--- src/rtl/seq_mult_shift_add.sv ---
// seq_mult_shift_add: sequential shift-and-add WIDTH x WIDTH multiplier, signed or unsigned per operation
module seq_mult_shift_add #(
    parameter int WIDTH = 4
) (
    input  logic               clk,
    input  logic               rst_n,
    input  logic               start,
    input  logic               abort,
    input  logic               signed_mode,
    input  logic [WIDTH-1:0]   a,
    input  logic [WIDTH-1:0]   b,
    output logic               busy,
    output logic               done,
    output logic [2*WIDTH-1:0] product
);
    typedef enum logic [1:0] {IDLE, RUN, SIGN} state_t;
    localparam int CW = $clog2(WIDTH + 1);
    state_t             state, state_nxt;
    logic [WIDTH-1:0]   mcand, mplier, a_mag, b_mag;
    logic [2*WIDTH-1:0] acc;
    logic [CW-1:0]      cnt;
    logic               neg, a_neg, b_neg;
    logic [WIDTH:0]     sum;
    always_comb begin
        a_neg     = signed_mode & a[WIDTH-1];
        b_neg     = signed_mode & b[WIDTH-1];
        a_mag     = a_neg ? -a : a;
        b_mag     = b_neg ? -b : b;
        sum       = {1'b0, acc[2*WIDTH-1:WIDTH]} + {1'b0, mplier[0] ? mcand : '0};
        busy      = state != IDLE;
        state_nxt = abort            ? IDLE :
                    state == IDLE    ? (start ? RUN : IDLE) :
                    state == RUN     ? (cnt == CW'(WIDTH - 1) ? SIGN : RUN) : IDLE;
    end
    always_ff @(posedge clk or negedge rst_n) begin
        if (!rst_n) begin
            state   <= IDLE;
            done    <= 1'b0;
            product <= '0;
            acc     <= '0;
            mcand   <= '0;
            mplier  <= '0;
            cnt     <= '0;
            neg     <= 1'b0;
        end else begin
            state <= state_nxt;
            done  <= 1'b0;
            if (state == IDLE && start && !abort) begin
                mcand  <= a_mag;
                mplier <= b_mag;
                neg    <= a_neg ^ b_neg;
                acc    <= '0;
                cnt    <= '0;
            end
            // carry out of the add becomes the new MSB as the accumulator shifts right
            if (state == RUN && !abort) begin
                acc    <= (2*WIDTH)'({sum, acc[WIDTH-1:0]} >> 1);
                mplier <= mplier >> 1;
                cnt    <= cnt + CW'(1);
            end
            if (state == SIGN && !abort) begin
                product <= neg ? -acc : acc;
                done    <= 1'b1;
            end
        end
    end
endmodule

--- config.mk ---
export PLATFORM = sky130hd
export DESIGN_NAME = seq_mult_shift_add
export DESIGN_NICKNAME = d
export VERILOG_FILES = /design/src/rtl/seq_mult_shift_add.sv
export SDC_FILE = /design/constraint.sdc
export NUM_CORES = 1
export LEC_CHECK = 0
export ABC_AREA = 1
export CORE_UTILIZATION = 51
export DETAILED_ROUTE_END_ITERATION = 16
export PLACE_DENSITY = 0.82
export SYNTH_ARGS = -nofsm -noshare
export SYNTH_HDL_FRONTEND = slang
export SYNTH_SLANG_ARGS = --single-unit
export TNS_END_PERCENT = 50
--- constraint.sdc ---
create_clock -name clk -period 1.8 [get_ports clk]
set_input_delay 0.45 -clock clk [delete_from_list [all_inputs] [get_ports clk]]
set_output_delay 0.45 -clock clk [all_outputs]
set_load 0.05 [all_outputs]
==> flow_summary.yaml, run 1 <==
sta:
  hold_viol: 0
  fin_crit_sh: 0.903
  slew_headroom: 0.735
  tightest_slew_ns: 0.397
  rsz0062_at_grt: "no"
  fin_ws_ns: 0.175
  max_freq_mhz: 615
  finalCriticalPeriod_ns: 1.62
  drv_slew: 0
  hold_slack_ns: 0.485
  tns_ns: 0
  finalSetupViolCount: 0
  clock_skew_ns: 0.00771
critical_path:
  ff2ff_setup_slack_ns: 0.20
  crit_type: "flip-flop to primary output"
  arrival_ns: 1.17
  setup.worst_path.end_class: "primary output"
  r2r-start: "mplier[0]"
  crit_required_ns: 1.35
  startpoint_type: "flip-flop"
  path_max_fanout: 4
  r2r_cells: 10
  r2r-end: "acc[7]"
pwr:
  powerDensity_nw_per_um2: 921
  ir_drop_uv: 412
  p_leak_nw: 1.07
  p_total_mw: 1.84
synth:
  syn_area_um2: 1650
  synth_top_family_by_area: "simple AND/OR/NAND/NOR gates"
  yosysTopAreaCell: "dfrtp_1"
  synth_top_cell_area_share: 0.470
  yosys.area_share.simple: 0.232
  yosys-top-cells-count: "nand2_1 (59), dfrtp_1 (31), inv_1 (29)"
  synth_ff_type: "dfrtp_1"
  synth_fa_ha_area_frac: 0.0803
  synth_edf_count: 0
  yosysWarnings: 0
  synth.most_common_cell: "nand2_1"
  synth_cell_type_count: 25
  async_reset_ff_frac: 1.00
  avgSynthCellArea_um2: 8.18
  ys_seq_area_frac: 0.470
  syn_inst: 202
  synth_compound_area_frac: 0.123
  syn_nets: 225
  ys_ff_latch: 31
  synthXorXnorAreaFrac: 0.0106
  muxShareOfSynthArea: 0
  synth.area.top_cells: "dfrtp_1 (47%), nand2_1 (13%), ha_1 (6.8%)"
drt:
  firstDrtPassIters: 4
  drc_errors: 0
  via_per_inst: 4.96
  totalWireLength_mm: 2.98
  drt_iter0_drc: 59
  wire_per_inst_um: 10.7
  ant_nets: 0
  vias: 1380
cts:
  htreeDepth: 2
  clk_latency_ns: 0.34
  clk_pin_slew_ns: 0.10
  ctsResizeCount: 0
  hold_buffers: 0
  cts_setup_buffers: 0
  cts_root_buffer: "clkbuf_4"
  cts_inserted_buffers: 5
  clock_sinks: 31
  cts.path.max_buffers: 2
  cts_tree: "built"
floorplanning:
  fp.dieW_um: 58.9
  die_area_um2: 3470
  start_util: 0.541
  rows: 20
  dieHeight_um: 58.9
  io_pins: 23
  core_um2: 3050
placement:
  dp_slack_ns: 0.0554
  gp_congestion: 0.762
  dp_cells: 271
  port_buffers: 22
  dpl.hpwl_mm: 2.26
global_routing:
  grt_antenna_before_repair: 0
  first_global_vias: 1329
  grt_max_degree: 32
  grt_usage: 0.216
  grt_pass1_wl_mm: 5.57
  grt_overflow: 0
flow_run:
  cap_violations: 0
hold_path:
  hold_path.class: "input pin to async pin"
status:
  outcome: "finished, final reports clean"
cells_and_area:
  fin_cells: 278
  layout-drive-gt1-share: 0.141
  num-nets-final: 257
  syn_to_final_growth_pct: 20.8
  n_antenna_cell: 0
sequential cells by signal, indices dropped and copies added (netlist names):
| signal | count |
|---|---|
| state | 2 |
| mcand | 4 |
| done | 1 |
| mplier | 4 |
| acc | 8 |
| cnt | 3 |
| neg | 1 |
| product | 8 |
through the flow:
step	utilization	instance area (um^2)
after floorplan	-	1650
after global placement	0.635	1940
after detailed placement	0.635	1940
after CTS	0.654	2000
after global routing	0.654	2000
final	0.654	2000
placed cells by master (no fill, tap or decap):
cell type,n
nand3_1,15
buf_4,14
buf_12,1
o22ai_1,6
o21ai_2,3
clkbuf_4,5
o211ai_1,2
clkdlybuf4s50_1,12
a21oi_1,7
nor3_1,1
xnor2_1,1
nor2_4,1
nand3_2,1
inv_4,1
inv_1,29
nor2_1,10
inv_2,3
fa_1,1
nand2_1,59
dfrtp_1,31
clkinv_2,1
clkbuf_8,1
a22o_1,1
o21ai_0,15
a31oi_1,1
nand2_2,1
xor2_1,1
nor3_4,1
ha_1,9
power breakdown:
| part | internal, mW | switching, mW | leakage, nW | total [mW] |
|---|---|---|---|---|
| combinational | 0.210 | 0.317 | 0.622 | 0.527 |
| sequential | 0.797 | 0.0918 | 0.409 | 0.889 |
| clock | 0.181 | 0.242 | 0.0341 | 0.423 |
worst max-delay path, stage by stage (launching register included):
cell and delay (ns):
dfrtp_1 0.47, inv_1 0.10, nand2_1 0.12, buf_12 0.14
layout make-up:
class / count / area, um^2
well taps: 44 / 55.1
clock buffers: 6 / 51.3
clock inverters: 1 / 5.00
fillers: 271 / 1060
repair buffers: 27 / 245
flip-flops and latches: 31 / 776
inverters: 33 / 126
multi-input cells: 136 / 737
how the worst max path moves through the flow:
stage                          from        end  slack, ns  cells after the start
after floorplan           mplier[0]     acc[7]       0.36                     10
after global placement         b[0]  mplier[1]       0.13                      5
after detailed placement      abort   mcand[2]       0.06                      5
after CTS                  state[0]       busy       0.16                      3
after global routing      mplier[0]     acc[7]       0.02                     10
final                      state[0]       busy       0.18                      3
kinds of logic after synthesis:
kind of cell / count (synthesis)
buffers and inverters: 35
adder cells (fa/ha/maj): 10
flip-flops: 31
AO/OA/AOI/OAI: 35
XOR/XNOR: 2
AND/OR/NAND/NOR: 89
metal layers:
layer  up-vias  wire (um)  GRT usage
met5         -          0          0
met1       627       1410      0.265
met4         0         52      0.102
li1        719          -          -
met3         6        100     0.0527
met2        28       1420      0.359
No activity file was read; power rests on OpenSTA's default activity.
==> inputs of run 2 (changes only) <==
--- a/config.mk
+++ b/config.mk
@@ -8,6 +8,7 @@
 export ABC_AREA = 1
 export CORE_UTILIZATION = 51
 export DETAILED_ROUTE_END_ITERATION = 16
+export GPL_TIMING_DRIVEN = 0
 export PLACE_DENSITY = 0.82
 export SYNTH_ARGS = -nofsm -noshare
 export SYNTH_HDL_FRONTEND = slang
==> run 2 against run 1 <==
Core utilization shrank 1.4 points. Die area is the same. Clock skew grew 0.0019 ns. Register-to-register slack is essentially flat. First-iteration DRC count grew 10%. Sequential share of layout area grew 0.89 points. Largest power group unchanged. Final area shrank 2.1%.
==> flow_summary.yaml, run 2 (same netlist as run 1, synthesis figures left out) <==
status:
  outcome: "finished, final reports clean"
global_routing:
  grt_max_degree: 32
  grt_pass1_wl_mm: 5.33
  grt_antenna_before_repair: 0
  grt_overflow: 0
  first_global_vias: 1286
  grt_usage: 0.206
cts:
  cts.path.max_buffers: 2
  clk_latency_ns: 0.33
  clk_pin_slew_ns: 0.09
  cts_inserted_buffers: 5
  htreeDepth: 2
  clock_sinks: 31
  cts_root_buffer: "clkbuf_4"
  cts_tree: "built"
cells_and_area:
  num-nets-final: 254
  fin_cells: 274
  regArea_um2: 777
  fin_area_um2: 1950
  fillers: 303
  final_common_cell: "nand2_1"
  n_antenna_cell: 0
  fin_util: 0.640
  syn_to_final_growth_pct: 18.3
  final_cell_mix: "nand2_1 (59), dfrtp_1 (30), inv_1 (29)"
  multi_input_area_um2: 737
  top_regs: "acc x8, product x8"
  layout-drive-gt1-share: 0.0913
sta:
  hold_slack_ns: 0.145
  fin_ws_ns: 0.0833
  tns_ns: 0
  clock_skew_ns: 0.00965
  drv_slew: 0
  fin_crit_sh: 0.954
  max_freq_mhz: 583
  finalSetupViolCount: 0
  hold_viol: 0
  slew_headroom: 0.556
  rsz0062_at_grt: "no"
  finalCriticalPeriod_ns: 1.72
  tightest_slew_ns: 0.666
critical_path:
  cp_slowest_cell: "dfrtp_2"
  cp-startpoint: "state[0]"
  path_cells: "inv_1, nand2_1, clkdlybuf4s15_2"
  worst_path_dominant_cell_family: "buffers and inverters"
  path_max_fanout: 4
  r2r-start: "mplier[0]"
  arrival_ns: 1.27
  crit_required_ns: 1.35
  setup.worst_path.end_class: "primary output"
  startpoint_type: "flip-flop"
  crit_type: "flip-flop to primary output"
  max_stage_delay_ns: 0.43
  worst-path-buf-inv: 2
drt:
  drt_iter0_drc: 65
  wire_per_inst_um: 10.5
  vias: 1359
  via_per_inst: 4.96
  ant_nets: 0
  drc_errors: 0
  firstDrtPassIters: 4
  totalWireLength_mm: 2.87
flow_run:
  cap_violations: 0
floorplanning:
  core_um2: 3050
  rows: 20
  die_area_um2: 3470
  dieHeight_um: 58.9
  io_pins: 23
  fp.dieW_um: 58.9
  start_util: 0.541
pwr:
  powerDensity_nw_per_um2: 895
  ir_drop_uv: 443
  p_total_mw: 1.75
  p_leak_nw: 1.05
placement:
  post_dp_cell_area_um2: 1930
  dp_slack_ns: -0.277
  dpl.hpwl_mm: 2.19
  gp_congestion: 0.728
  port_buffers: 22
  dp_cells: 268
hold_path:
  hold_path.class: "input pin to async pin"
-- run 2: cell types whose count changed in the layout (fill, tap and decap cells not counted), sizes merged --
cell           delta
dlygate4sd2       +9
clkdlybuf4s50     -1
clkdlybuf4s15     +1
clkinv            -1
buf              -12
-- run 2: power breakdown --
group / leakage (nW) / switching, mW / internal, mW
sequential: 0.407 / 0.0758 / 0.798
clock: 0.0242 / 0.214 / 0.139
combinational: 0.623 / 0.329 / 0.193
total: 1.05 / 0.618 / 1.13
-- run 2: layer usage --
layer  wire length, um  track usage  vias to the layer above
met3               120       0.0593                        6
met4                41       0.0680                        0
met2              1390        0.356                       33
met5                 0            0                        -
met1              1320        0.245                      615
li1                  -            -                      705
-- run 2: final timing paths --
kind | end | slack, ns | cells after the start
worst max-delay path | busy | 0.08 | 3
worst min-delay path | acc[7] | 0.14 | 1
worst max register to register | acc[7] | 0.19 | 10
worst min register to register | product[1] | 0.47 | 2
max in group asynchronous | state[0] | 1.18 | 1
min in group clk | product[1] | 0.47 | 2
-- run 2: area by class of cell --
type / count / area share
flip-flops and latches: 31 / 0.398
multi-input cells: 136 / 0.377
plain buffers: 2 / 0.00640
well taps: 44 / 0.0282
clock buffers: 6 / 0.0211
inverters: 33 / 0.0647
repair buffers: 22 / 0.105
-- run 2: repair_timing --
item,in CTS,in global routing
buffers inserted,0,0
hold buffers,0,0
gates resized for setup,12,1
setup endpoints to repair,10,1
